===== config.mk =====
export PLATFORM = sky130hd
export DESIGN_NAME = rd_addr_cntl
export DESIGN_NICKNAME = d
export VERILOG_FILES = /design/src/rtl/rd_addr_cntl.sv
export SDC_FILE = /design/constraint.sdc
export NUM_CORES = 1
export LEC_CHECK = 0
export ABC_AREA = 0
export CORE_UTILIZATION = 50
export CTS_CLUSTER_DIAMETER = 40
export DETAILED_ROUTE_END_ITERATION = 10
export PLACE_DENSITY_LB_ADDON = 0.25
export SLEW_MARGIN = 0
export SYNTH_ARGS = -nofsm -noshare
export SYNTH_HDL_FRONTEND = slang
export SYNTH_SLANG_ARGS = --single-unit

===== constraint.sdc =====
create_clock -name rclk -period 6.25 [get_ports rclk]
set_clock_uncertainty 0.1 [all_clocks]
set_input_delay 1.25 -clock rclk [delete_from_list [all_inputs] [get_ports rclk]]
set_output_delay 1.25 -clock rclk [all_outputs]
set_load 0.02 [all_outputs]

===== src/rtl/rd_addr_cntl.sv =====
// ---------------------------------------------------------------------------
// rd_addr_cntl
//
// Read-side address and flag controller of an asynchronous FIFO. The
// Gray-coded write pointer is brought into the read clock domain through a
// two-flop synchronizer and converted to binary. From it, and from the local
// read pointer, the block derives the RAM read enable and address, a
// registered empty flag, a registered fill level and a read-data-valid
// strobe. The read pointer is exported in binary and Gray form so the write
// domain can build its own full flag.
//
// Pointer offset: the write pointer resets to 2^RD_ADDRW and the read
// pointer to 0. Occupancy is therefore (wbin - rptr - 2^RD_ADDRW) modulo
// 2^(RD_ADDRW+1), and the FIFO is empty when that value is zero.
//
// Ports
//   rclk             in   read-domain clock, rising edge
//   rst_n            in   synchronous active-low reset
//   wptr_gray_async  in   write pointer (Gray), asynchronous to rclk
//   rd_en            in   read request from the consumer
//   re               out  RAM read enable, rd_en & ~empty (combinational)
//   r_addr_ram       out  RAM read address, low bits of rptr
//   rptr             out  binary read pointer (registered)
//   rptr_gray        out  Gray read pointer (registered)
//   empty            out  registered empty flag
//   rd_level         out  registered occupancy, 0..2^RD_ADDRW
//   rd_valid         out  RAM data valid, one cycle after re
// ---------------------------------------------------------------------------
module rd_addr_cntl #(
  parameter int RD_ADDRW = 5
) (
  input  logic                rclk,
  input  logic                rst_n,
  input  logic [RD_ADDRW:0]   wptr_gray_async,
  input  logic                rd_en,
  output logic                re,
  output logic [RD_ADDRW-1:0] r_addr_ram,
  output logic [RD_ADDRW:0]   rptr,
  output logic [RD_ADDRW:0]   rptr_gray,
  output logic                empty,
  output logic [RD_ADDRW:0]   rd_level,
  output logic                rd_valid
);

  localparam int PW = RD_ADDRW + 1;

  // Half the pointer range: the write-pointer reset offset.
  localparam logic [PW-1:0] HALF = PW'(1) << RD_ADDRW;

  function automatic logic [PW-1:0] bin2gray(input logic [PW-1:0] b);
    return b ^ (b >> 1);
  endfunction

  function automatic logic [PW-1:0] gray2bin(input logic [PW-1:0] g);
    logic [PW-1:0] b;
    b[PW-1] = g[PW-1];
    for (int i = PW - 2; i >= 0; i--) begin
      b[i] = b[i+1] ^ g[i];
    end
    return b;
  endfunction

  // Synchronizer reset value: the write pointer's reset position in Gray.
  localparam logic [PW-1:0] WQ_RST = bin2gray(HALF);

  logic [PW-1:0] wq1_q, wq2_q;
  logic [PW-1:0] wbin;
  logic [PW-1:0] rptr_q, rptr_d;
  logic [PW-1:0] rptr_gray_q, rptr_gray_d;
  logic [PW-1:0] level_q, level_d;
  logic          empty_q, empty_d;
  logic          valid_q;

  // Reads are only granted while data is known to be present.
  assign re = rd_en & ~empty_q;

  // NOTE: every signal written here gets a value on every path, so no latch
  // is inferred.
  always_comb begin
    wbin        = gray2bin(wq2_q);
    rptr_d      = rptr_q + PW'(re);
    rptr_gray_d = bin2gray(rptr_d);
    // Flags use the post-read pointer so the last read empties the FIFO on
    // the same edge the pointer advances.
    level_d     = wbin - rptr_d - HALF;
    empty_d     = (level_d == '0);
  end

  // NOTE: sequential state uses non-blocking assignments so every flop
  // samples pre-edge values; the reset is synchronous, inside the clocked
  // block.
  always_ff @(posedge rclk) begin
    if (!rst_n) begin
      wq1_q       <= WQ_RST;
      wq2_q       <= WQ_RST;
      rptr_q      <= '0;
      rptr_gray_q <= '0;
      level_q     <= '0;
      empty_q     <= 1'b1;
      valid_q     <= 1'b0;
    end else begin
      // Two-flop synchronizer: the only logic that samples the async input.
      wq1_q       <= wptr_gray_async;
      wq2_q       <= wq1_q;
      rptr_q      <= rptr_d;
      rptr_gray_q <= rptr_gray_d;
      level_q     <= level_d;
      empty_q     <= empty_d;
      // The RAM has one cycle of read latency.
      valid_q     <= re;
    end
  end

  assign r_addr_ram = rptr_q[RD_ADDRW-1:0];
  assign rptr       = rptr_q;
  assign rptr_gray  = rptr_gray_q;
  assign empty      = empty_q;
  assign rd_level   = level_q;
  assign rd_valid   = valid_q;

endmodule


After elaboration in Yosys (flattened, before gate mapping)
Cells that the tools add are included.
{ "word_totals": {"register_bits": 32, "inputBits": 9, "out_inout_bits": 26, "wordCells": 19} }
{ "classes": {"addsub": 3, "bitwise": 8, "reduce_logical": 1} }
{ "ops": {"columns": ["operator", "n"], "rows": [
  ["$add 6x1->6", 1],
  ["$logic_not 6->1", 1],
  ["$sub 6x6->6", 1],
  ["$sub 6x6->6 const B", 1],
  ["$xor 6x5->6", 1],
  ["$xor 1x1->1", 5],
  ["$and 1x1->1", 1],
  ["$not 1->1", 1]
]} }

Logic depth before layout (Yosys ltp)
Gate-level depths: netlist of run 1.
{ "logic_depth": {"ltp_word": 8, "mapped_depth": 14, "depth_no_buf": 14} }

Least setup slack after synthesis of run 1
Ideal clock, no wire load.
{ "synth_timing": {"path_type": "input to register", "start": "input port rd_en", "end": "register empty_q (netlist: empty)", "setup_ns": 0.069, "arrival_ns": 4.017, "t_required_ns": 6.081, "slack_ns": 2.064, "cell_stages": 12, "n_path_buf": 0, "cell_sequence": "nor2b_1 ha_1 ha_1 xor2_1 inv_1 ha_1 ha_1 a21o_1 a21oi_2 xnor2_1 or4_1 o21ai_1"} }
{ "synth_between": {"elab_chain_len": 5} }
{ "synth_rtl": {"columns": ["element", "line_no", "source"], "rows": [
  ["start, declared", "35", "input logic rd_en,"],
  ["$and 1x1->1", "75", "assign re = rd_en & ~empty_q;"],
  ["$add 6x1->6", "81", "rptr_d = rptr_q + PW'(re);"],
  ["$sub 6x6->6 (2 in series)", "85", "level_d = wbin - rptr_d - HALF;"],
  ["$logic_not 6->1", "86", "empty_d = (level_d == '0);"],
  ["end signal, assigned", "108", "empty_q <= empty_d;"],
  ["end, declared", "71", "logic empty_q, empty_d;"]
]} }
Every way passes these cells.
A chain may end at the register's enable or synchronous reset.

Worst setup path in the final report of run 1
Ends and elaborated chain as after synthesis.

==> metrics.md, run 1 <==
| Metric | Value |
|---|---|
| Final setup vio count | `0` |
| Worst-path clk slew | `0.09 ns` |
| Worst Setup Start Kind | `input port` |
| Reg2Reg Depth | `12` |
| Die Y | `52.99 um` |
| Multiplexer share of the synthesized area | `0%` |
| Post-synthesis compound-gate area fraction | `2.021%` |
| Status | `completed` |
| Largest net degree at the start of global routing | `32` |
| Worst Setup Path Type | `in2reg` |
| Io pins | `35` |
| Setup TNS | `0 ns` |
| Worst-margin pin slew | `0.7348 ns` |
| Synth Area in Adders | `12.13%` |
| Met2 usage | `28.27%` |
| Grt peak-use layer | `met2` |
| NetSw | `0.0001369 W` |
| Core area | `2477 um2` |
| Sequential element share of the synthesized area | `47.74%` |
| Critical path arrival | `4.38 ns` |
| H-tree levels | `2` |
| Area Growth Syn to Fin | `28.58%` |
| Final Power | `0.0004712 W` |
| Tmin final | `4.234 ns` |
| Total wire length | `1887 um` |
| Final Max Tran Viols | `0` |
| Cts bufs inserted | `5` |
| HPWL after DPL | `1492 um` |
| Hold Crit Start | `wq1_q[4]` |
| Critical Path RT | `6.39 ns` |
| Syn Inst Count | `122` |
| Synth unique cells | `21` |
| Antenna cells | `0` |
| Largest family of logic cells by synthesized area | `simple AND/OR/NAND/NOR gates` |
| Grt ovf | `0` |
| Highest-count cells in the layout ignoring fill and taps | `34 x clkdlybuf4s50_1, 31 x dfxtp_1, 20 x and2_1` |
| Beginning of the critical path | `rd_en` |
| Number of global-route vias before repair | `736` |
| DIE AREA | `2808 um2` |
| MaxCap Viol Count | `0` |
| Design area | `1672 um2` |
| Hold-critical path depth | `1` |
| Vias/cell | `4.519` |
| Reg power frac | `47.0%` |
| VDD IR max | `0.2306 mV` |
| Internal | `0.0003342 W` |
| Routability cong. | `0.7339` |
| RSZ-0062 raised after global routing | `no` |
| Die Wd | `52.99 um` |
| Crit-path cells | `clkdlybuf4s50_1 > nor2b_1 > ha_1 > ha_1 > xor2_1 > inv_1 > ha_1 > ha_1 > a21o_1 > a21oi_2 > xnor2_1 > or4_1 > o21ai_1` |
| DR iter-0 viols | `7` |
| CTS tree | `built` |
| Crit path top cell by count | `ha_1` |
| Max clock buf depth | `2` |
| Post-CTS resize count | `0` |
| Met1 Use GR | `15.32%` |
| Placed inst area | `1622 um2` |
| CTS Sinks | `31` |
| Min-Delay Path Class | `reg2reg` |
| Slowest stage delay, CP | `0.51 ns` |
| Gate power share | `30.6%` |
| Row Count | `18` |
| Initial Utilization | `52.47%` |
| Clock network latency to the later pin of the worst-skew pair | `0.32 ns` |
| Worst r2r src | `empty` |
| Share of post-route cells with drive strength above 1 | `5.161%` |
| CTS hold repair buffers | `0` |
| Post-synth net total | `143` |
| Sw Ratio | `29.06%` |
| Slew HR | `50.86%` |
| CP max-delay cell | `or4_1` |
| DRC | `0` |
| Mapped Area | `1300 um2` |
| Gr usage total | `16.20%` |
| Final ANT Viol Nets | `0` |
| Layout Nets | `175` |
| Fmax | `236.2 MHz` |
| Max FO, Critical Path | `4` |
| Port Buffer Count | `34` |
| Clock power share | `22.4%` |
| Post-Synth XOR/XNOR Area | `13.47%` |
| First-pass GRT wire length | `3077 um` |
| Simple-gate share of the synthesized area | `18.58%` |
| Grt met3 use | `8.621%` |
| Synth warnings | `0` |
| Leading cell type in the layout, fill and taps excluded | `clkdlybuf4s50_1` |
| Yosys reg bits | `31` |
| Clk root buf | `clkbuf_4` |
| DR pass1 iterations | `4` |
| Power density over the cells | `281.9 nW/um2` |
| Initial antenna violation count | `0` |
| Drt wl/cell | `10.20 um` |
| Leakage | `0.6931 nW` |
| Mean post-synth cell area | `10.66 um2` |
| Worst setup EP type | `flop` |
| Dpl ws | `1.648 ns` |
| Post-CTS Setup Inserts | `0` |
| Via count of the routed design | `836` |
| Final Cycle Share | `67.74%` |
| Final Hold Fails | `0` |
| Final worst slack | `2.016 ns` |
| Number of fill cells | `216` |
## routing by layer
metal / wire length, um / vias up
li1: - / 437
met5: 0 / -
met2: 1026 / 24
met3: 102 / 5
met4: 28 / 0
met1: 729 / 370
## logic make-up (layout without fill, tap and decap cells)
| kind of cell | count (synthesis) | count (layout) |
|---|---|---|
| and+or+nand+nor | 40 | 40 |
| DFF | 31 | 31 |
| xor gates and xnor gates | 20 | 20 |
| buffers and inverters | 15 | 48 |
| adders and majority gates | 12 | 12 |
| AOI/OAI and AO/OA | 4 | 4 |
## synth_stat cells (all sizes together)
library cell	n	share of area [%]
dfxtp	31	48
and2	21	10
ha	11	11
xnor2	10	6.7
xor2	10	6.7
buf	6	3.5
inv	6	1.7
nor2b	6	2.9
nand2b	5	2.4
clkbuf	3	0.87
nand3	3	1.2
a21oi	2	1.1
nor2	2	0.58
a21o	1	0.58
and3	1	0.48
fa	1	1.5
nand2	1	0.29
o21ai	1	0.38
or4	1	0.58
## worst max-delay path, delay by kind of cell
kind	cells	cell delay, ns
xor gates and xnor gates	2	0.41
and+or+nand+nor	2	0.70
AOI/OAI and AO/OA	3	0.46
adders and majority gates	4	1.03
buffers and inverters	2	0.53
## path summary, 6_finish.rpt
kind | slack, ns | endpoint
setup reg to reg | 3.09 | empty
hold reg to reg | 0.31 | wq2_q[4]
setup / recovery | 2.02 | empty
hold / removal | 0.31 | wq2_q[4]
## layout make-up
type / count / area [um2] / area share [%]
Sequential cell: 31 / 620.6 / 37.13
Multi-Input combinational cell: 76 / 600.6 / 35.93
Timing Repair Buffer: 34 / 340.3 / 20.36
Clock buffer: 7 / 45.04 / 2.695
Tap cell: 30 / 37.54 / 2.246
Inverter: 6 / 22.52 / 1.347
Clock inverter: 1 / 5.005 / 0.2994
## flip-flops by register name (all words and copies together), names as in the netlist
name,count
empty,1
rd_level,6
rd_valid,1
rptr,6
rptr_gray,5
wq1_q,6
wq2_q,6
## per-stage QoR
step	cells	util [%]	hold WS, ns
floorplan	122	-	0.2863
global placement	177	65.45	0.2886
detailed placement	177	65.45	0.2934
CTS	185	67.47	0.3149
global route	185	67.47	0.3310
finish	185	67.47	0.3117
## power by group through the flow
stage               clock, W  sequential [W]  combinational, W
detailed placement         0        0.000227          0.000147
finish              0.000106        0.000221          0.000144
floorplan                  0        0.000246         0.0000756
global route        0.000119        0.000224          0.000163
global placement           0        0.000226          0.000143
CTS                 0.000110        0.000222          0.000147
Note: power is estimated with default switching activity, not from simulation.
==> run 2, diff against run 1 <==
--- a/config.mk
+++ b/config.mk
@@ -6,7 +6,7 @@
 export NUM_CORES = 1
 export LEC_CHECK = 0
 export ABC_AREA = 0
-export CORE_UTILIZATION = 50
+export CORE_UTILIZATION = 47
 export CTS_CLUSTER_DIAMETER = 40
 export DETAILED_ROUTE_END_ITERATION = 10
 export PLACE_DENSITY_LB_ADDON = 0.25
==> constraint.sdc (replaced) <==
create_clock -name rclk -period 4.4 [get_ports rclk]
set_clock_uncertainty 0.1 [all_clocks]
set_input_delay 0.88 -clock rclk [delete_from_list [all_inputs] [get_ports rclk]]
set_output_delay 0.88 -clock rclk [all_outputs]
set_load 0.02 [all_outputs]
==> metrics.md, run 2 (synthesis results as in run 1) <==
| Metric | Value |
|---|---|
| VDD IR max | `0.3697 mV` |
| FF-to-FF End | `empty` |
| Worst Setup Start Kind | `input port` |
| Register-to-register setup slack | `1.22 ns` |
| Worst Setup Path Type | `in2reg` |
| CTS tree | `built` |
| Layout Nets | `176` |
| Routability cong. | `0.8119` |
| Die Y | `54.59 um` |
| DRC | `0` |
| DIE AREA | `2980 um2` |
| Number of global-route vias before repair | `806` |
| Min-Delay Path Class | `reg2reg` |
| Share of post-route cells with drive strength above 1 | `5.769%` |
| Worst r2r src | `wq2_q[5]` |
| Dpl cells | `178` |
| Hold Crit Start | `wq1_q[5]` |
| Die Wd | `54.59 um` |
| RSZ-0062 raised after global routing | `no` |
| Setup TNS | `0 ns` |
| Critical Path RT | `4.55 ns` |
| Via count of the routed design | `864` |
| Fmax | `264.2 MHz` |
| Grt ovf | `0` |
| Largest net degree at the start of global routing | `32` |
| Io pins | `35` |
| Vias/cell | `4.645` |
| DR pass1 iterations | `4` |
| Final Hold Fails | `0` |
| Placed inst area | `1629 um2` |
| Post-CTS Setup Inserts | `0` |
| Crit path top cell by count | `ha_1` |
| Area of the multi-input gates | `600.6 um2` |
| Tmin final | `3.785 ns` |
| Hold-critical path depth | `1` |
| Beginning of the critical path | `rd_en` |
| Clk root buf | `clkbuf_4` |
| Crit-path cells | `clkdlybuf4s50_1 > nor2b_1 > ha_1 > ha_1 > xor2_1 > inv_1 > ha_1 > ha_1 > a21o_1 > a21oi_2 > xnor2_1 > or4_1 > o21ai_1` |
| Initial antenna violation count | `0` |
| H-tree levels | `2` |
| Antenna cells | `0` |
| Final Cycle Share | `86.01%` |
| Core area | `2545 um2` |
| Number of fill cells | `217` |
| Row Count | `18` |
| MaxCap Viol Count | `0` |
| CTS Sinks | `31` |
| Slowest stage delay, CP | `0.51 ns` |
| Hold-critical path endpoint | `wq2_q[5]` |
| Leakage | `0.6986 nW` |
| Total wire length | `2069 um` |
| Drt wl/cell | `11.12 um` |
| Critical path arrival | `3.93 ns` |
| Non-filler instance count after layout | `186` |
| Design area | `1679 um2` |
| Max FO, Critical Path | `3` |
| WHS | `0.3219 ns` |
| Final Max Tran Viols | `0` |
| DR iter-0 viols | `3` |
| Area Growth Syn to Fin | `29.16%` |
| Initial Utilization | `51.08%` |
| Reg2Reg Depth | `14` |
| Final setup vio count | `0` |
| Gr usage total | `17.23%` |
| CP max-delay cell | `or4_1` |
| Port Buffer Count | `34` |
| HPWL after DPL | `1648 um` |
| Highest-count cells in the layout ignoring fill and taps | `34 x clkdlybuf4s50_1, 31 x dfxtp_1, 20 x and2_1` |
| Power density over the cells | `401.0 nW/um2` |
| FF+latch area | `620.6 um2` |
| Worst-path clk slew | `0.09 ns` |
| Status | `completed` |
| Worst path bufs/invs | `2` |
| CTS hold repair buffers | `0` |
| Slew HR | `49.38%` |
| Top delay family on crit path | `adder cells` |
| Worst-margin pin slew | `0.7569 ns` |
| Final Power | `0.0006734 W` |
| Max clock buf depth | `2` |
| Worst setup EP type | `flop` |
| First-pass GRT wire length | `3353 um` |
| Post-CTS resize count | `0` |
| Final ANT Viol Nets | `0` |
| Cts bufs inserted | `5` |
| Clock network latency to the later pin of the worst-skew pair | `0.33 ns` |
| Leading cell type in the layout, fill and taps excluded | `clkdlybuf4s50_1` |
run 2: cell types whose count changed in the layout (fill, tap and decap cells not counted):
| cell | delta |
|---|---|
| buf_4 | +1 |
run 2: how the worst max path moves through the flow:
stage | endpoint | slack [ns] | cells past startpoint
6_report | empty | 0.62 | 13
3_3_place_gp | empty | 0.35 | 13
3_5_place_dp | empty | 0.25 | 13
2_1_floorplan | empty | 0.58 | 12
4_1_cts | empty | 0.60 | 13
5_1_grt | empty | 0.40 | 13
run 2: per-layer routing:
layer / share of wire [%] / GRT usage [%]
met4: 3.0 / 11.54
met3: 5.2 / 7.500
met5: 0 / 0
met2: 54 / 30.52
met1: 37 / 15.59
run 2: power breakdown:
group	leakage, nW	switching [W]	internal (W)	total (W)
logic	0.414	0.000101	0.000106	0.000207
registers	0.255	0.00000833	0.000307	0.000315
clock network	0.0293	0.0000887	0.0000621	0.000151
run 2: layout make-up:
cell class | count | share of cell area (%)
timing repair buffer | 35 | 20.72
clock inverter | 1 | 0.2981
tap | 30 | 2.235
multi-input combinational | 76 | 35.77
inverter | 6 | 1.341
sequential | 31 | 36.96
clock buffer | 7 | 2.683
run 2: worst register-to-register path: cells and delay by family, from the launching register on:
kind	cells	cell delay, ns
buffers and inverters	2	0.12
AND/OR/NAND/NOR	1	0.16
AO/OA/AOI/OAI	2	0.25
adder cells (fa/ha/maj)	3	0.78
XOR/XNOR	6	1.26
flip-flops	1	0.38
run 2: per-stage QoR:
stage	utilization, %	setup WS, ns
after CTS	65.98	0.5999
after global routing	65.98	0.4015
after global placement	64.01	0.3498
after floorplan	-	0.5838
final	65.98	0.6155
after detailed placement	64.01	0.2475
==> run 3, diff against run 2 <==
--- a/config.mk
+++ b/config.mk
@@ -6,6 +6,7 @@
 export NUM_CORES = 1
 export LEC_CHECK = 0
 export ABC_AREA = 0
+export CORE_MARGIN = 5
 export CORE_UTILIZATION = 47
 export CTS_CLUSTER_DIAMETER = 40
 export DETAILED_ROUTE_END_ITERATION = 10
==> metrics.md, run 3 (synthesis results as in run 1) <==
| Metric | Value |
|---|---|
| Status | `completed` |
| Fmax | `263.9 MHz` |
| Clk root buf | `clkbuf_4` |
| Gr usage total | `11.56%` |
| MaxCap Viol Count | `0` |
| Dpl ws | `0.2599 ns` |
| Worst-path clk slew | `0.09 ns` |
| Post-CTS Setup Inserts | `0` |
| FF+latch area | `620.6 um2` |
| Register-to-register setup slack | `1.28 ns` |
| Beginning of the critical path | `rd_en` |
| Io pins | `35` |
| Reg2Reg Depth | `14` |
| Port Buffer Count | `34` |
| Min-Delay Path Class | `reg2reg` |
| CTS hold repair buffers | `0` |
| Area Growth Syn to Fin | `30.70%` |
| Final setup vio count | `0` |
| Max FO, Critical Path | `3` |
| CTS Sinks | `31` |
| Final Hold Fails | `0` |
| Worst setup EP type | `flop` |
| Worst Setup Path Type | `in2reg` |
| RSZ-0062 raised after global routing | `no` |
| Worst-margin pin slew | `0.7571 ns` |
| Power density over the cells | `415.9 nW/um2` |
| Highest-count cells in the layout ignoring fill and taps | `34 x clkdlybuf4s50_1, 31 x dfxtp_1, 20 x and2_1` |
| Via count of the routed design | `875` |
| Tmin final | `3.789 ns` |
| Cts bufs inserted | `5` |
| Vias/cell | `4.679` |
| Total wire length | `2098 um` |
| Final ANT Viol Nets | `0` |
| Final worst slack | `0.6109 ns` |
| Routability cong. | `0.7679` |
| DRC | `0` |
| Setup crit end | `empty` |
| H-tree levels | `2` |
| Final Max Tran Viols | `0` |
| Initial antenna violation count | `0` |
| Leading cell type in the layout, fill and taps excluded | `clkdlybuf4s50_1` |
| Number of fill cells | `240` |
| Die Wd | `62.59 um` |
| Number of global-route vias before repair | `897` |
| Largest net degree at the start of global routing | `32` |
| Slew HR | `49.37%` |
| Die Y | `62.59 um` |
| First-pass GRT wire length | `3574 um` |
| FF-to-FF End | `empty` |
| Setup TNS | `0 ns` |
| Row Count | `19` |
| Worst r2r src | `wq2_q[5]` |
| DR iter-0 viols | `15` |
| Share of post-route cells with drive strength above 1 | `6.410%` |
| Post-CTS resize count | `0` |
| Drt wl/cell | `11.22 um` |
| Max clock buf depth | `2` |
| Core area | `2710 um2` |
| Critical path arrival | `3.94 ns` |
| Final Power | `0.0007067 W` |
| HPWL after DPL | `1661 um` |
| DIE AREA | `3918 um2` |
| DR pass1 iterations | `4` |
| Initial Utilization | `47.97%` |
| Worst Setup Start Kind | `input port` |
| WHS | `0.3129 ns` |
| Layout Nets | `176` |
| Antenna cells | `0` |
| CTS tree | `built` |
| Clock network latency to the later pin of the worst-skew pair | `0.33 ns` |
| Final Util | `62.70%` |
| Leakage | `0.7079 nW` |
| Area of the multi-input gates | `600.6 um2` |
| Final Cycle Share | `86.12%` |
| Critical Path RT | `4.55 ns` |
| VDD IR max | `0.3909 mV` |
| Grt ovf | `0` |
-- run 3: metrics by stage --
stage | cells | cell area [um2]
after floorplan | 122 | 1300
after global routing | 187 | 1699
after CTS | 187 | 1699
after global placement | 179 | 1630
final | 187 | 1699
after detailed placement | 179 | 1630
-- run 3: cell type report --
cell class / instances / share of cell area, %
repair buffers: 35 / 20.47
flip-flops and latches: 31 / 36.52
clock buffers: 8 / 4.050
well taps: 31 / 2.283
inverters: 6 / 1.325
multi-input cells: 76 / 35.35
-- run 3: how the worst min path moves through the flow --
stage                         from        to  slack (ns)  depth (start not counted)
after floorplan           wq1_q[4]  wq2_q[4]        0.29                          1
final                     wq1_q[4]  wq2_q[4]        0.31                          1
after global routing      wq1_q[4]  wq2_q[4]        0.34                          1
after detailed placement  wq1_q[4]  wq2_q[4]        0.30                          1
after global placement    wq1_q[4]  wq2_q[4]        0.29                          1
after CTS                 wq1_q[4]  wq2_q[4]        0.32                          1
-- run 3: routing by layer --
metal | global-route usage, % | share of wire (%)
met1 | 9.487 | 38
met2 | 21.50 | 50
met5 | 0 | 0
met4 | 5.570 | 2.3
met3 | 6.655 | 9.0
-- run 3: worst max-delay path: stages --
cell and delay, ns:
clkdlybuf4s50_1 0.45, nor2b_1 0.19, ha_1 0.23, ha_1 0.20
xor2_1 0.21, inv_1 0.07, ha_1 0.32, ha_1 0.30
a21o_1 0.20, a21oi_2 0.14, xnor2_1 0.10, or4_1 0.52
o21ai_1 0.13
-- run 3: report_power, final --
group | switching [W] | total (W) | internal [W]
Combinational | 0.000103 | 0.000210 | 0.000107
Clock | 0.0000884 | 0.000182 | 0.0000939
Sequential | 0.00000769 | 0.000315 | 0.000307
